File: src/rtl/network_argmax.sv
// Sequential argmax over the NETWORK output layer: captures a vector, scans one element per clock
// and reports index, score and overflow. Optional ARGMAX_MARGIN_EN adds a best-minus-second margin.
module network_argmax #(
    parameter int FP_WIDTH    = 8,
    parameter int FP_FRAC     = 5,
    parameter int NUM_CLASSES = 5,
    localparam int IDX_W      = $clog2(NUM_CLASSES)
) (
    input  logic                            clk,
    input  logic                            rst,
    input  logic [NUM_CLASSES*FP_WIDTH-1:0] values_in,
    input  logic                            valid_in,
    input  logic                            overflow_in,
    output logic [IDX_W-1:0]                class_out,
    output logic [FP_WIDTH-1:0]             score_out,
    output logic                            class_ovf,
    output logic                            class_valid,
    output logic                            busy,
`ifdef ARGMAX_MARGIN_EN
    output logic [FP_WIDTH:0]               margin_out,
`endif
    output logic [7:0]                      drop_count
);

    if (NUM_CLASSES < 2 || FP_FRAC >= FP_WIDTH) begin : g_bad_cfg
        $error("network_argmax: need NUM_CLASSES >= 2 and FP_FRAC < FP_WIDTH");
    end

    typedef enum logic [1:0] {IDLE, SCAN, DONE} state_t;
    localparam logic [IDX_W-1:0] LAST_IDX = IDX_W'(NUM_CLASSES - 1);

    state_t state_q, state_nx;

    logic [NUM_CLASSES*FP_WIDTH-1:0] vec_q;
    logic                            ovf_q;
    logic [IDX_W-1:0]                idx_q, best_idx_q, best_idx_nx;
    logic signed [FP_WIDTH-1:0]      best_q, best_nx, elem;
    logic signed [FP_WIDTH-1:0]      elems [NUM_CLASSES];
    logic                            accept, last;
`ifdef ARGMAX_MARGIN_EN
    logic signed [FP_WIDTH-1:0]      second_q, second_nx;
    logic [FP_WIDTH:0]               margin_nx;
`endif

    // valid_in is a one-cycle strobe with no back-pressure: it is taken in IDLE or DONE,
    // and a strobe seen while busy is high is counted in drop_count and otherwise ignored.
    assign accept = valid_in && (state_q != SCAN);
    assign last   = (state_q == SCAN) && (idx_q == LAST_IDX);

    always_ff @(posedge clk) begin
        if (rst) state_q <= IDLE;
        else     state_q <= state_nx;
    end

    always_comb begin
        state_nx = state_q;
        case (state_q)
            IDLE:    if (valid_in) state_nx = SCAN;
            SCAN:    if (last) state_nx = DONE;
            DONE:    state_nx = valid_in ? SCAN : IDLE;
            default: state_nx = IDLE;
        endcase
    end

    always_comb begin
        class_valid = (state_q == DONE);
        busy        = (state_q == SCAN);
    end

    always_comb begin
        for (int i = 0; i < NUM_CLASSES; i++) elems[i] = vec_q[i*FP_WIDTH +: FP_WIDTH];
    end
    assign elem = elems[idx_q];

    // Strictly-greater replacement keeps the lowest index on ties.
    always_comb begin
        best_nx     = best_q;
        best_idx_nx = best_idx_q;
`ifdef ARGMAX_MARGIN_EN
        second_nx   = second_q;
`endif
        if (elem > best_q) begin
            best_nx     = elem;
            best_idx_nx = idx_q;
`ifdef ARGMAX_MARGIN_EN
            second_nx   = best_q;
        end else if (elem > second_q) begin
            second_nx   = elem;
`endif
        end
    end

`ifdef ARGMAX_MARGIN_EN
    // best >= second always, so the modular difference is the true unsigned margin.
    assign margin_nx = {best_nx[FP_WIDTH-1], best_nx} - {second_nx[FP_WIDTH-1], second_nx};
`endif

    always_ff @(posedge clk) begin
        if (rst) begin
            vec_q      <= '0;
            ovf_q      <= 1'b0;
            idx_q      <= '0;
            best_idx_q <= '0;
            best_q     <= '0;
            class_out  <= '0;
            score_out  <= '0;
            class_ovf  <= 1'b0;
            drop_count <= '0;
`ifdef ARGMAX_MARGIN_EN
            second_q   <= '0;
            margin_out <= '0;
`endif
        end else begin
            if (accept) begin
                vec_q      <= values_in;
                ovf_q      <= overflow_in;
                best_q     <= values_in[FP_WIDTH-1:0];
                best_idx_q <= '0;
                idx_q      <= IDX_W'(1);
`ifdef ARGMAX_MARGIN_EN
                second_q   <= {1'b1, {(FP_WIDTH-1){1'b0}}};
`endif
            end else if (state_q == SCAN) begin
                best_q     <= best_nx;
                best_idx_q <= best_idx_nx;
`ifdef ARGMAX_MARGIN_EN
                second_q   <= second_nx;
`endif
                if (idx_q != LAST_IDX) idx_q <= idx_q + 1'b1;
            end
            if (last) begin
                class_out  <= best_idx_nx;
                score_out  <= best_nx;
                class_ovf  <= ovf_q;
`ifdef ARGMAX_MARGIN_EN
                margin_out <= margin_nx;
`endif
            end
            if (valid_in && (state_q == SCAN) && (drop_count != 8'hFF))
                drop_count <= drop_count + 8'd1;
        end
    end

endmodule

File: config.mk
export PLATFORM = sky130hd
export DESIGN_NAME = network_argmax
export DESIGN_NICKNAME = d
export VERILOG_FILES = /design/src/rtl/network_argmax.sv
export SDC_FILE = /design/constraint.sdc
export NUM_CORES = 1
export LEC_CHECK = 0
export ABC_AREA = 1
export CAP_MARGIN = 20
export CORE_MARGIN = 2
export CORE_UTILIZATION = 47
export CTS_CLUSTER_SIZE = 25
export DETAILED_ROUTE_END_ITERATION = 8
export HOLD_SLACK_MARGIN = 0.02
export PLACE_DENSITY = 0.75
export SLEW_MARGIN = 20
export SYNTH_ARGS = -nofsm -noshare
export SYNTH_HDL_FRONTEND = slang
export SYNTH_SLANG_ARGS = --single-unit
File: constraint.sdc
create_clock -name clk -period 2.1 [get_ports clk]
set_input_delay 0.525 -clock clk [delete_from_list [all_inputs] [get_ports clk]]
set_output_delay 0.525 -clock clk [all_outputs]
set_load 0.005 [all_outputs]
==> results.yml <==
run_status:
  status: "finished with violations"
  violations: "setup timing"
power_and_ir_drop:
  leakage_nw: 2.36
  switching_share: 0.326
  p_clk_frac: 0.306
  ir_drop_v: 0.000459
  cell_internal_pwr_mw: 3.01
  design_power_total_mw: 4.47
  pwr-share-seq: 0.365
  power.switching_mw: 1.46
  pwr-share-comb: 0.329
  power_density_nw_per_um2: 824
sta:
  fmax_ghz: 0.434
  fin_skew_ps: 9.33
  fin_crit_ps: 2300
  setup_violations: 22
  grt_setup_unrepaired: "yes"
  setup_tns_ps: -3350
  slew_headroom: 0.664
  worst_slew_pin_slew_ps: 503
  min_period_over_period: 1.10
  setup_ws_ps: -204
  slew_viol_final: 0
  finalHoldViolCount: 0
setup_path:
  critical_path.most_common_cell: "nand3_2"
  crit_buf_inv: 3
  crit_family: "simple AND/OR/NAND/NOR gates"
  critical_path_arrival_ps: 2600
  path_max_fanout: 10
  slowest_stage: "dfxtp_4"
  slowest_delay_ps: 410
  cp_cell_sequence: "buf_12 > buf_16 > nand2_2 > nand3_2 > nand3_2 > nand2_2 > ha_1 > nand2_1 > nor2_4 > nand4_1 > buf_4 > nand4_1 > nand3_2 > a21oi_2"
  worst_setup_path_start_kind: "flip-flop"
  cp-end-kind: "flip-flop"
  required_ps: 2390
  crit_type: "flip-flop to flip-flop"
route:
  routedWlPerCell_um: 14.3
  vias: 3866
  drt_iter0_drc: 215
  ant_nets: 0
  drc: 0
  routed_via_density: 5.22
  finalWirelength_mm: 10.6
  drtPass1Iterations: 4
global_route:
  grt_usage: 0.247
  grt_pass1_vias: 3607
  grt_overflow: 0
  grt_antenna_before_repair: 0
  grt_start_max_net_pins: 40
  grt_pass1_wl_mm: 16.8
finish:
  final_core_util: 0.706
  area_growth_pct: 46.3
  drive_gt1_frac: 0.262
  final_common_cell: "nand2_1"
  final_nets: 688
  layout_common_cells: "nand2_1 (87), dfxtp_1 (75), nor2_1 (72)"
  diodes: 0
synthesis:
  yosysWarningCount: 0
  ys_async_sr_fraction: 0
  avgSynthCellArea_um2: 6.96
  syn_nets: 588
  synth_cell_types: 32
  ys.flop_type: "dfxtp_1"
  ys_ff_latch: 77
  seq_area_frac_synth: 0.416
  netlist_area_um2: 3710
  synth_cells: 533
  synth_edf_count: 0
floorplan:
  die_y_um: 92.8
  io_pins: 66
  initial_core_util: 0.483
  die_w_um: 92.8
  core_area_um2: 7690
  die_area_um2: 8620
  row_count: 32
placed_design:
  port_buffers: 65
  hpwl_mm: 7.11
  place_congestion: 0.960
clock_network:
  clock_latency_ps: 360
  numCtsBuffers: 9
  cts.clk_slew.worst_paths_ps: 90
  cts_max_level: 3
  ctsRootBufferMaster: "clkbuf_8"
  cts_hold_buf: 0
  cts_tree: "built"
  clockBufferDepth: 2
  cts_sinks: 77
flow_run:
  cap_violations: 0
worst_hold_path:
  hp-class: "flip-flop to flip-flop"
## final cells by class
| cell class | count | area (um2) |
|---|---|---|
| Fill cell | 651 | 2260 |
| Multi-Input combinational cell | 380 | 2180 |
| Sequential cell | 77 | 1550 |
| Timing Repair Buffer | 117 | 1140 |
| Inverter | 48 | 188 |
| Tap cell | 102 | 128 |
| Clock buffer | 9 | 124 |
| Clock inverter | 7 | 123 |
## stage by stage
step | area (um2) | setup slack (ps) | std cells | hold WS (ps)
final | 5430 | -204 | 740 | 458
after global routing | 5430 | -340 | 740 | 486
after CTS | 5190 | -208 | 738 | 453
after detailed placement | 4650 | -293 | 707 | 436
after global placement | 4650 | -204 | 707 | 431
after floorplan | 3740 | -33.9 | 533 | 419
## routing by layer
layer | GRT usage | part of all wire | vias up
li1 | - | - | 1937
met4 | 0.100 | 0.019 | 0
met1 | 0.309 | 0.44 | 1782
met3 | 0.0391 | 0.048 | 15
met5 | 0 | 0 | -
met2 | 0.421 | 0.50 | 132
## sequential cells by signal, indices dropped and copies added (netlist names)
| register | flops |
|---|---|
| vec_q | 40 |
| state_q | 2 |
| idx_q | 3 |
| best_idx_q | 3 |
| drop_count | 8 |
| class_out | 3 |
| ovf_q | 1 |
| best_q | 8 |
| score_out | 8 |
| class_ovf | 1 |
## Yosys cell counts, types with 2 or more instances
cell | number | area, um2
a21oi_1 | 25 | 125
inv_2 | 16 | 60.1
inv_1 | 29 | 109
a31oi_1 | 2 | 12.5
ha_1 | 11 | 138
o21ai_0 | 56 | 280
nor2_1 | 74 | 278
nor2_4 | 3 | 33.8
nand4_1 | 11 | 68.8
nand2_1 | 115 | 432
clkinv_1 | 2 | 7.51
nor2_2 | 4 | 25.0
clkbuf_1 | 9 | 33.8
buf_4 | 3 | 22.5
nand3_1 | 67 | 335
dfxtp_1 | 77 | 1540
buf_2 | 14 | 70.1
## power by group through the flow
stage	Combinational [mW]	Sequential (mW)	Clock, mW
floorplan	0.700	1.63	0
global placement	1.01	1.65	0
detailed placement	1.03	1.65	0
CTS	1.25	1.63	1.39
global route	1.61	1.64	1.46
finish	1.47	1.63	1.37
## cell families (layout without fill, tap and decap cells)
logic type               Yosys count  in the layout  synth area share
flip-flops                        77             77             0.416
buffers and inverters             76            181            0.0874
adder cells (fa/ha/maj)           11             11            0.0371
AO/OA/AOI/OAI                     86             86             0.118
AND/OR/NAND/NOR                  282            282             0.339
XOR/XNOR                           1              1           0.00236
## path summary, 6_finish.rpt
path	endpoint	from	depth (start not counted)	slack [ps]
max	best_q[6]	idx_q[0]	14	-200
max reg2reg	best_q[6]	idx_q[0]	14	-200
min	vec_q[2]	vec_q[2]	2	460
min reg2reg	vec_q[2]	vec_q[2]	2	460
## worst min-delay path, cell delays in order, from the launching register on
cell and delay [ps]:
dfxtp_1 330, nand2_1 60, nand2_1 50
## timing repair
action                                  CTS  global route
endpoints found under the setup margin   22            22
hold endpoints to repair                  0             0
pin swaps                                16            13
gates resized for setup                  39            51
cloned                                    1             0
setup buffers                            14             2
Note: power is estimated with default switching activity, not from simulation.
